===== config.mk =====
export PLATFORM = sky130hd
export DESIGN_NAME = exec_unit_md
export DESIGN_NICKNAME = d
export VERILOG_FILES = /design/src/rtl/exec_unit_md.sv
export SDC_FILE = /design/constraint.sdc
export NUM_CORES = 2
export LEC_CHECK = 0
export BUFFER_PORTS_ARGS = -buffer_cell sky130_fd_sc_hd__buf_2
export CORE_ASPECT_RATIO = 0.9
export CORE_MARGIN = 1
export CORE_UTILIZATION = 25
export DETAILED_ROUTE_END_ITERATION = 10
export PLACE_DENSITY = 0.45
export RECOVER_POWER = 50
export SKIP_CTS_REPAIR_TIMING = 1
export SLEW_MARGIN = 20
export SYNTH_ARGS = -nofsm -noshare
export SYNTH_HDL_FRONTEND = slang
export SYNTH_SLANG_ARGS = --single-unit

===== constraint.sdc =====
create_clock -name clk -period 6.85 [get_ports clk]
set_input_delay 1.0275 -clock clk [delete_from_list [all_inputs] [get_ports clk]]
set_output_delay 1.0275 -clock clk [all_outputs]
set_load 0.01 [all_outputs]

===== src/rtl/exec_unit_md.sv =====
// Execution unit: single-cycle ALU and branch resolution, plus an iterative
// radix-2 multiply/divide/remainder engine with its own writeback channel.
module exec_unit_md #(
   parameter int unsigned XLEN     = 32,
   parameter int unsigned PC_W     = 14,
   parameter int unsigned RA_W     = 6,
   parameter int unsigned LINK_REG = 31
) (
   input  logic            clk,
   input  logic            rstn,
   input  logic            in_valid,
   input  logic            flush,
   input  logic [PC_W-1:0] pc,
   input  logic [5:0]      ope,
   input  logic [XLEN-1:0] ds_val,
   input  logic [XLEN-1:0] dt_val,
   input  logic [RA_W-1:0] dd,
   input  logic [15:0]     imm,
   input  logic [4:0]      opr,
   input  logic            pred_taken,
   output logic            busy,
   output logic [RA_W-1:0] alu_addr,
   output logic [XLEN-1:0] alu_val,
   output logic            b_valid,
   output logic            b_hazard,
   output logic [PC_W-1:0] b_addr,
   output logic            b_taken,
   output logic [PC_W-1:0] b_pc,
   output logic            md_valid,
   output logic [RA_W-1:0] md_addr,
   output logic [XLEN-1:0] md_val
);

   localparam int unsigned SH_W  = $clog2(XLEN);
   localparam int unsigned CNT_W = $clog2(XLEN);

   localparam logic [5:0] OP_ADD  = 6'b001100, OP_ADDI = 6'b001000;
   localparam logic [5:0] OP_SUB  = 6'b010100;
   localparam logic [5:0] OP_SLL  = 6'b011100, OP_SLLI = 6'b011000;
   localparam logic [5:0] OP_SRL  = 6'b100100, OP_SRLI = 6'b100000;
   localparam logic [5:0] OP_SRA  = 6'b101100, OP_SRAI = 6'b101000;
   localparam logic [5:0] OP_LUI  = 6'b110000;
   localparam logic [5:0] OP_J    = 6'b000010, OP_JAL  = 6'b000110;
   localparam logic [5:0] OP_JR   = 6'b001010, OP_JALR = 6'b001110;
   localparam logic [5:0] OP_BEQ  = 6'b010010, OP_BLE  = 6'b011010;
   localparam logic [5:0] OP_BEQI = 6'b110010, OP_BNEI = 6'b111010;
   localparam logic [5:0] OP_BLEI = 6'b100010, OP_BGEI = 6'b101010;
   localparam logic [5:0] OP_MUL  = 6'b110100, OP_DIV  = 6'b111100;
   localparam logic [5:0] OP_REM  = 6'b111000;

   typedef enum logic [1:0] {S_IDLE, S_PREP, S_RUN, S_FIX} state_t;
   typedef enum logic [1:0] {MD_MUL, MD_DIV, MD_REM} md_op_t;
   typedef enum logic [1:0] {SP_NONE, SP_DIV0, SP_OVF} special_t;

   localparam logic [XLEN-1:0] MIN_VAL = {1'b1, {(XLEN-1){1'b0}}};

   state_t          state_q, state_d;
   md_op_t          op_q, op_d;
   special_t        spec_q, spec_d;
   logic            neg_q, neg_d;
   logic [XLEN-1:0] a_q, a_d, b_q, b_d;
   logic [XLEN:0]   rem_q, rem_d;
   logic [XLEN-1:0] quo_q, quo_d, div_q, div_d;
   logic [CNT_W-1:0] cnt_q, cnt_d;
   logic [RA_W-1:0] dst_q, dst_d;

   logic [RA_W-1:0] alu_addr_q, alu_addr_d;
   logic [XLEN-1:0] alu_val_q, alu_val_d;
   logic            b_valid_q, b_valid_d, b_hazard_q, b_hazard_d;
   logic            b_taken_q, b_taken_d;
   logic [PC_W-1:0] b_addr_q, b_addr_d, b_pc_q, b_pc_d;
   logic            md_valid_q, md_valid_d;
   logic [RA_W-1:0] md_addr_q, md_addr_d;
   logic [XLEN-1:0] md_val_q, md_val_d;

   logic [XLEN-1:0] ex_imm, opr_x, rt, lui_val, link_val;
   logic [SH_W-1:0] sh;
   logic [PC_W-1:0] pc_inc;
   logic            accept, cond;
   logic [XLEN:0]   step_r;
   logic [XLEN-1:0] abs_a, abs_b;

   assign busy   = (state_q != S_IDLE);
   assign accept = in_valid & ~busy & ~flush;

   assign ex_imm   = XLEN'($signed(imm));
   assign opr_x    = XLEN'($signed(opr));
   assign rt       = ope[2] ? dt_val : ex_imm;
   assign sh       = rt[SH_W-1:0];
   assign pc_inc   = pc + PC_W'(1);
   // Link value keeps the carry out of the PC width; the redirect address wraps.
   assign link_val = XLEN'({1'b0, pc} + (PC_W+1)'(1));
   assign abs_a    = a_q[XLEN-1] ? -a_q : a_q;
   assign abs_b    = b_q[XLEN-1] ? -b_q : b_q;
   assign step_r   = {rem_q[XLEN-1:0], quo_q[XLEN-1]};

   generate
      if (XLEN > 16) begin : g_lui_wide
         assign lui_val = {imm, ds_val[XLEN-17:0]};
      end else begin : g_lui_narrow
         assign lui_val = imm[XLEN-1:0];
      end
   endgenerate

   always_comb begin
      cond = 1'b0;
      unique case (ope)
         OP_BEQ:  cond = (ds_val == dt_val);
         OP_BLE:  cond = ($signed(ds_val) <= $signed(dt_val));
         OP_BEQI: cond = (ds_val == opr_x);
         OP_BNEI: cond = (ds_val != opr_x);
         OP_BLEI: cond = ($signed(ds_val) <= $signed(opr_x));
         OP_BGEI: cond = ($signed(ds_val) >= $signed(opr_x));
         default: cond = 1'b0;
      endcase
   end

   always_comb begin
      state_d    = state_q;
      op_d       = op_q;
      spec_d     = spec_q;
      neg_d      = neg_q;
      a_d        = a_q;
      b_d        = b_q;
      rem_d      = rem_q;
      quo_d      = quo_q;
      div_d      = div_q;
      cnt_d      = cnt_q;
      dst_d      = dst_q;
      alu_addr_d = '0;
      alu_val_d  = '0;
      b_valid_d  = 1'b0;
      b_hazard_d = 1'b0;
      b_taken_d  = 1'b0;
      b_addr_d   = '0;
      b_pc_d     = '0;
      md_valid_d = 1'b0;
      md_addr_d  = md_addr_q;
      md_val_d   = md_val_q;

      if (accept) begin
         unique case (ope)
            OP_ADD, OP_ADDI: begin alu_addr_d = dd; alu_val_d = ds_val + rt; end
            OP_SUB:          begin alu_addr_d = dd; alu_val_d = ds_val - rt; end
            OP_SLL, OP_SLLI: begin alu_addr_d = dd; alu_val_d = ds_val << sh; end
            OP_SRL, OP_SRLI: begin alu_addr_d = dd; alu_val_d = ds_val >> sh; end
            OP_SRA, OP_SRAI: begin
               alu_addr_d = dd;
               alu_val_d  = XLEN'($signed(ds_val) >>> sh);
            end
            OP_LUI:          begin alu_addr_d = dd; alu_val_d = lui_val; end
            OP_J, OP_JAL, OP_JR, OP_JALR: begin
               b_valid_d  = 1'b1;
               b_taken_d  = 1'b1;
               b_pc_d     = pc;
               b_hazard_d = ope[3];
               b_addr_d   = ope[3] ? ds_val[PC_W-1:0] : imm[PC_W-1:0];
               if (ope[2]) begin
                  alu_addr_d = RA_W'(LINK_REG);
                  alu_val_d  = link_val;
               end
            end
            OP_BEQ, OP_BLE, OP_BEQI, OP_BNEI, OP_BLEI, OP_BGEI: begin
               b_valid_d  = 1'b1;
               b_taken_d  = cond;
               b_pc_d     = pc;
               b_hazard_d = cond ^ pred_taken;
               b_addr_d   = cond ? imm[PC_W-1:0] : pc_inc;
            end
            OP_MUL, OP_DIV, OP_REM: begin
               state_d = S_PREP;
               op_d    = (ope == OP_MUL) ? MD_MUL : (ope == OP_DIV) ? MD_DIV : MD_REM;
               a_d     = ds_val;
               b_d     = rt;
               dst_d   = dd;
            end
            default: ;
         endcase
      end

      unique case (state_q)
         S_PREP: begin
            state_d = S_RUN;
            cnt_d   = CNT_W'(XLEN-1);
            rem_d   = '0;
            spec_d  = SP_NONE;
            if (op_q == MD_MUL) begin
               quo_d = b_q;
               div_d = a_q;
               neg_d = 1'b0;
            end else begin
               quo_d = abs_a;
               div_d = abs_b;
               neg_d = (op_q == MD_DIV) ? (a_q[XLEN-1] ^ b_q[XLEN-1]) : a_q[XLEN-1];
               if (b_q == '0)
                  spec_d = SP_DIV0;
               else if (a_q == MIN_VAL && b_q == '1)
                  spec_d = SP_OVF;
            end
         end
         S_RUN: begin
            // Multiply walks the multiplier MSB-first; divide shifts the
            // dividend out of quo_q into the partial remainder.
            if (op_q == MD_MUL) begin
               rem_d = {1'b0, {rem_q[XLEN-2:0], 1'b0} + (quo_q[XLEN-1] ? div_q : '0)};
               quo_d = quo_q << 1;
            end else if (step_r >= {1'b0, div_q}) begin
               rem_d = step_r - {1'b0, div_q};
               quo_d = {quo_q[XLEN-2:0], 1'b1};
            end else begin
               rem_d = step_r;
               quo_d = {quo_q[XLEN-2:0], 1'b0};
            end
            if (cnt_q == '0) state_d = S_FIX;
            else             cnt_d   = cnt_q - CNT_W'(1);
         end
         S_FIX: begin
            state_d    = S_IDLE;
            md_valid_d = 1'b1;
            md_addr_d  = dst_q;
            unique case (op_q)
               MD_MUL: md_val_d = rem_q[XLEN-1:0];
               MD_DIV: md_val_d = (spec_q == SP_DIV0) ? '1 :
                                  (spec_q == SP_OVF)  ? MIN_VAL :
                                  neg_q ? -quo_q : quo_q;
               default: md_val_d = (spec_q == SP_DIV0) ? a_q :
                                   (spec_q == SP_OVF)  ? '0 :
                                   neg_q ? -rem_q[XLEN-1:0] : rem_q[XLEN-1:0];
            endcase
         end
         default: ;
      endcase

      if (flush && state_q != S_IDLE) begin
         state_d    = S_IDLE;
         md_valid_d = 1'b0;
         md_addr_d  = md_addr_q;
         md_val_d   = md_val_q;
      end
   end

   always_ff @(posedge clk) begin
      if (!rstn) begin
         state_q    <= S_IDLE;
         op_q       <= MD_MUL;
         spec_q     <= SP_NONE;
         neg_q      <= 1'b0;
         a_q        <= '0;
         b_q        <= '0;
         rem_q      <= '0;
         quo_q      <= '0;
         div_q      <= '0;
         cnt_q      <= '0;
         dst_q      <= '0;
         alu_addr_q <= '0;
         alu_val_q  <= '0;
         b_valid_q  <= 1'b0;
         b_hazard_q <= 1'b0;
         b_taken_q  <= 1'b0;
         b_addr_q   <= '0;
         b_pc_q     <= '0;
         md_valid_q <= 1'b0;
         md_addr_q  <= '0;
         md_val_q   <= '0;
      end else begin
         state_q    <= state_d;
         op_q       <= op_d;
         spec_q     <= spec_d;
         neg_q      <= neg_d;
         a_q        <= a_d;
         b_q        <= b_d;
         rem_q      <= rem_d;
         quo_q      <= quo_d;
         div_q      <= div_d;
         cnt_q      <= cnt_d;
         dst_q      <= dst_d;
         alu_addr_q <= alu_addr_d;
         alu_val_q  <= alu_val_d;
         b_valid_q  <= b_valid_d;
         b_hazard_q <= b_hazard_d;
         b_taken_q  <= b_taken_d;
         b_addr_q   <= b_addr_d;
         b_pc_q     <= b_pc_d;
         md_valid_q <= md_valid_d;
         md_addr_q  <= md_addr_d;
         md_val_q   <= md_val_d;
      end
   end

   assign alu_addr = alu_addr_q;
   assign alu_val  = alu_val_q;
   assign b_valid  = b_valid_q;
   assign b_hazard = b_hazard_q;
   assign b_addr   = b_addr_q;
   assign b_taken  = b_taken_q;
   assign b_pc     = b_pc_q;
   assign md_valid = md_valid_q;
   assign md_addr  = md_addr_q;
   assign md_val   = md_val_q;

endmodule


Word level (Yosys, flattened, before mapping)
Cells that the tools add are included.
Widths: inputs -> output; s select.
{ "totals": {"regBits": 286, "out_inout_bits": 109} }
{ "op_classes": {"add_sub_neg": 11, "order_cmp": 4, "eq_ne": 35, "shifts": 3, "mux": 44, "bitwise_logic": 8, "reduce_logical": 22} }
{ "ops": {"columns": ["op", "count"], "rows": [
  ["$mux 32", 14],
  ["$pmux 32 s7", 1],
  ["$pmux 32 s2", 3],
  ["$neg 32->32", 4],
  ["$eq 6x6->1 const B", 12],
  ["$add 32x32->32", 2],
  ["$eq 32x32->1", 2],
  ["$eq 32x32->1 const B", 2],
  ["$sub 32x32->32", 2],
  ["$ge 33x32->1", 1],
  ["$ge 32x5->1", 1],
  ["$le 32x32->1", 1],
  ["$le 32x5->1", 1],
  ["$logic_not 32->1", 1],
  ["$ne 32x32->1", 1],
  ["$shl 32x5->32", 1],
  ["$shr 32x5->32", 1],
  ["$sshr 32x5->32", 1],
  ["$eq 6x5->1 const B", 5],
  ["$mux 14", 2],
  ["$pmux 14 s2", 1],
  ["$eq 6x4->1 const B", 4],
  ["$reduce_or 10->1", 2],
  ["$mux 2", 8],
  ["29 further kinds", 54]
]} }

Longest topological paths before layout
{ "depth": {"word_depth": 7, "mapped_depth": 24, "mapped_depth_nobuf": 19} }

Worst setup path after synthesis
OpenSTA, ideal clock, no wires.
{ "synth_path": {"path_type": "input to register", "from": "input ope[2]", "to": "register alu_val_q[30] (netlist: alu_val[30])", "setup_time_ns": 0.074, "t_arrival_ns": 6.270, "t_required_ns": 6.776, "slack_ns": 0.506, "stages": 24, "path_buffers": 5, "path_cell_list": "buf_2 -> buf_2 -> mux2_2 -> inv_1 -> buf_2 -> clkbuf_1 -> ha_1 -> o211ai_1 -> or2_2 -> or3b_2 -> nand2_1 -> xnor2_1 -> ha_1 -> clkbuf_1 -> nand4_1 -> nor2_1 -> nand4_1 -> o2111ai_1 -> nand2_1 -> o311ai_0 -> a21o_1 -> a21oi_1 -> or4b_2 -> a31oi_1"} }
{ "synth_via": {"elab_chain_len": 3, "word_cells_on_any_way": 26, "classes_between": "add/sub (2); eq/ne (14); shift (3); mux (2); reduce/logical (5)"} }
{ "synth_rtl": {"columns": ["element", "line", "source"], "rows": [
  ["start, declared", "14", "input logic [5:0] ope,"],
  ["$mux 32 (tied with other cells)", "88", "assign rt = ope[2] ? dt_val : ex_imm;"],
  ["$sub 32x32->32 (tied with other cells)", "144", "OP_SUB: begin alu_addr_d = dd; alu_val_d = ds_val - rt; end"],
  ["$pmux 32 s7 *", "142", "unique case (ope)"],
  ["end signal, assigned", "278", "alu_val_q <= alu_val_d;"],
  ["end, declared", "68", "logic [XLEN-1:0] alu_val_q, alu_val_d;"]
]} }
Mark *: on every way between the ends. The rest lies on a longest branch, timed or not.
A chain may end at the register's enable or synchronous reset.

Worst setup path in the final report
{ "layout_path": {"from": "input rstn", "to": "register b_addr_q[9] (netlist: b_addr[9])"} }
{ "layout_via": {"elab_chain_len": 1} }
{ "layout_rtl": {"columns": ["element", "line", "source"], "rows": [
  ["start, declared", "10", "input logic rstn,"],
  ["$reduce_and 2->1 (no source line)", null, null],
  ["end signal, assigned", "282", "b_addr_q <= b_addr_d;"],
  ["end, declared", "71", "logic [PC_W-1:0] b_addr_q, b_addr_d, b_pc_q, b_pc_d;"]
]} }
Every way passes these cells.

==> impl_metrics.toml <==
[synth]
netlist.top_cell.by_area = "dfxtp_1"
synth_cells = 3656
ys_ff_latch = 286
synth_top_area_share_pct = 21.8
syn-cell-area_mm2 = 0.0263
synthArstFlopShare_pct = 0
ys_top_cells_by_area = "dfxtp_1 22%, ha_1 8.1%, a21oi_1 7.0%"
synth_common_cells = "422 x nand2_1, 412 x nor2_1, 370 x a21oi_1"
synth_nets = 3946
postSynthAreaPerCell_um2 = 7.20
synth.distinct_cells = 92
yosys_most_used_dff = "dfxtp_1"
ys_warn_count = 0
ys_seq_area_share_pct = 21.8
yosysMostFrequentCell = "nand2_1"
synth_edf_count = 0

[global_route]
grt_max_degree = 84
grt_overflow = 0
grt_pass1_vias = 26300
grt_pass1_wl_mm = 182
grt_antenna_before_repair = 7
grt.total_usage_pct = 22.6

[worst_setup_path]
start_kind = "input port"
r2r_setup_slack_ps = 2530
r2r_cells = 11
rr_endpoint = "rem_q[17]"
worst-path-buf-inv = 4
required_ps = 7280
cpLargestDelayFamily = "buffers and inverters"
crit_path_max_fanout = 47
end_kind = "flop"
slowest_delay_ps = 1730
crit_chain = "buf_2 -> clkbuf_1 -> clkinvlp_2 -> or3_1 -> clkbuf_2 -> or3_1 -> o22ai_1"
crit_top_cell = "or3_1"
slowest_stage = "clkbuf_1"
crit_arrival_ps = 6760
crit_type = "input port to flop"
r2r_start = "rem_q[0]"

[drt]
detail_route.wl_per_cell_um = 24.1
ant_nets = 0
drtPass1Iterations = 7
wl_mm = 124
drc_errors = 0
via_count = 28300
drt_iter0_drc = 2874
viasPerCell = 5.52

[worst_hold_path]
hold_path.class = "flop to flop"
hold_start = "md_addr[4]"
hold-path-cell-count = 2
holdPathEnd = "md_addr[4]"

[power_and_ir_drop]
p_clk_share_pct = 35.3
power_leakage_nw = 11.6
seq_power_share_pct = 30.7
power.density_mw_per_mm2 = 205
ir_drop_uv = 152
p_int_mw = 3.72
p_switching_mw = 2.40
power_frac_comb_pct = 33.9
p_sw_share_pct = 39.1

[clocking]
htreeDepth = 2
cts.path.max_buffers = 3
cts_tree = "yes"
cts_buffers = 40
clk_latency_ps = 600
cts.sinks = 286
cts_root_buffer = "clkbuf_16"
clkTransAtPathRegs_ps = 60

[floorplanning]
coreArea_mm2 = 0.104
ios = 225
fp.dieH_um = 310
start_util_pct = 25.3
die_w_um = 344
die_area_mm2 = 0.107
core.rowCount = 112

[sta]
skew_ps = 25.8
finalSetupTns_ps = 0
setup_viol = 0
fin_crit_sh_pct = 92.5
worstMarginPinSlew_ps = 2470
achievable-frequency_ghz = 0.158
final-hold-violation-count = 0
post-route-min-period_ps = 6330
slew_violations = 48
rsz0062_at_grt = "no"
slew_headroom_pct = -64.7

[place]
place_congestion = 0.985
hpwlAfterDp_mm = 94.9
io_buffers = 224

[run]
maxCapViolations = 1

[status]
status = "complete, but fails checks"
violations = "capacitance limit, slew limit"

[cells_and_area]
layout.nets = 4024
final_core_util_pct = 28.7
drive_above_1_share_pct = 8.82
area_delta_synth_final_pct = 13.6
-- placed cells by master, fill, tap and decap left out, types with 11 or more instances in the layout --
master and n:
or2_2 11, a221oi_1 45, xnor2_1 109, nor2_1 409, ha_1 170, o21a_1 18
nand2b_1 18, mux2i_1 132, nor3_1 63, and3_1 27, nand3_1 59, inv_1 124
nor2b_1 19, dfxtp_1 285, and2_1 30, a31oi_1 36, clkbuf_1 117, xor2_1 121
o31ai_1 51, a22o_1 12, o211ai_1 34, a21oi_1 370, nand4_1 37, clkbuf_16 41
a21o_1 59, buf_2 115, or3_1 37, nand2_1 422, o211a_1 11, mux2_2 12
o41ai_1 13, buf_4 70, nor4_1 21, o21ai_0 258, a211oi_1 145, a222oi_1 11
a22oi_1 13, or4_1 14, o22ai_1 25
-- kinds of logic (layout without fill, tap and decap cells) --
family | after synthesis | after routing | synth area share (%)
other | 0 | 3 | 0
buffers and inverters | 389 | 497 | 5.91
adder cells (fa/ha/maj) | 174 | 174 | 8.36
flip-flops | 286 | 286 | 21.8
XOR/XNOR | 230 | 230 | 7.66
multiplexers | 151 | 151 | 6.01
AND/OR/NAND/NOR | 1219 | 1219 | 21.0
AO/OA/AOI/OAI | 1207 | 1207 | 29.3
-- power groups by stage --
stage	Sequential, mW	Clock [mW]	Combinational, mW
after floorplan	1.87	0	1.39
after global placement	1.92	0	2.05
after detailed placement	1.92	0	2.04
after CTS	1.88	2.22	2.05
after global routing	1.89	2.29	2.26
final	1.88	2.16	2.08
-- stage by stage --
step | cell area (um^2) | instances | hold WS [ps] | power [mW] | worst slack [ps]
after detailed placement | 28700 | 5060 | 444 | 3.96 | 421
after global routing | 29900 | 5133 | 469 | 6.44 | 358
after CTS | 30000 | 5132 | 452 | 6.15 | 993
after global placement | 28700 | 5060 | 444 | 3.96 | 557
after floorplan | 26300 | 3656 | 432 | 3.25 | 506
final | 29900 | 5135 | 451 | 6.12 | 517
-- layout make-up --
class / instances / area (um^2)
diodes: 3 / 7.51
inverters: 128 / 482
clock buffers: 55 / 1140
fillers: 11600 / 74100
repair buffers: 297 / 1530
clock inverters: 17 / 188
well taps: 1368 / 1710
flip-flops and latches: 286 / 5730
multi-input cells: 2981 / 19100
-- registers in the layout, indices dropped and copies added (netlist names), 14 cells and up --
name	count
rem_q	32
md_val	32
a_q	32
alu_val	32
div_q	32
b_addr	14
b_q	32
quo_q	32
b_pc	14
-- worst reg2reg max path, cell delays in order (launching register included) --
cell	delay, ps
dfxtp_1	610
ha_1	320
nor2b_1	140
o31a_1	280
o41ai_1	460
a21oi_1	330
a21oi_1	440
a211o_2	860
buf_4	330
o311a_1	180
a21oi_1	40
a22o_1	230
-- metal layers --
layer	part of all wire, %	global-route usage [%]	vias to the layer above	wire [um]
met3	6.8	3.81	176	8390
met2	43	34.6	1077	53600
met1	47	32.0	13600	58000
met5	0.019	0	-	24
li1	-	-	13500	-
met4	3.1	7.04	4	3830
-- worst max path at each step --
stage | startpoint | endpoint | slack, ps | cells past startpoint
finish | rstn | b_addr[9] | 520 | 7
global route | rstn | b_addr[6] | 360 | 8
CTS | ope[2] | alu_val[30] | 990 | 20
detailed placement | ope[2] | alu_val[30] | 420 | 20
global placement | ope[2] | alu_val[30] | 560 | 19
floorplan | ope[2] | alu_val[30] | 510 | 24
No activity file was read; power rests on OpenSTA's default activity.
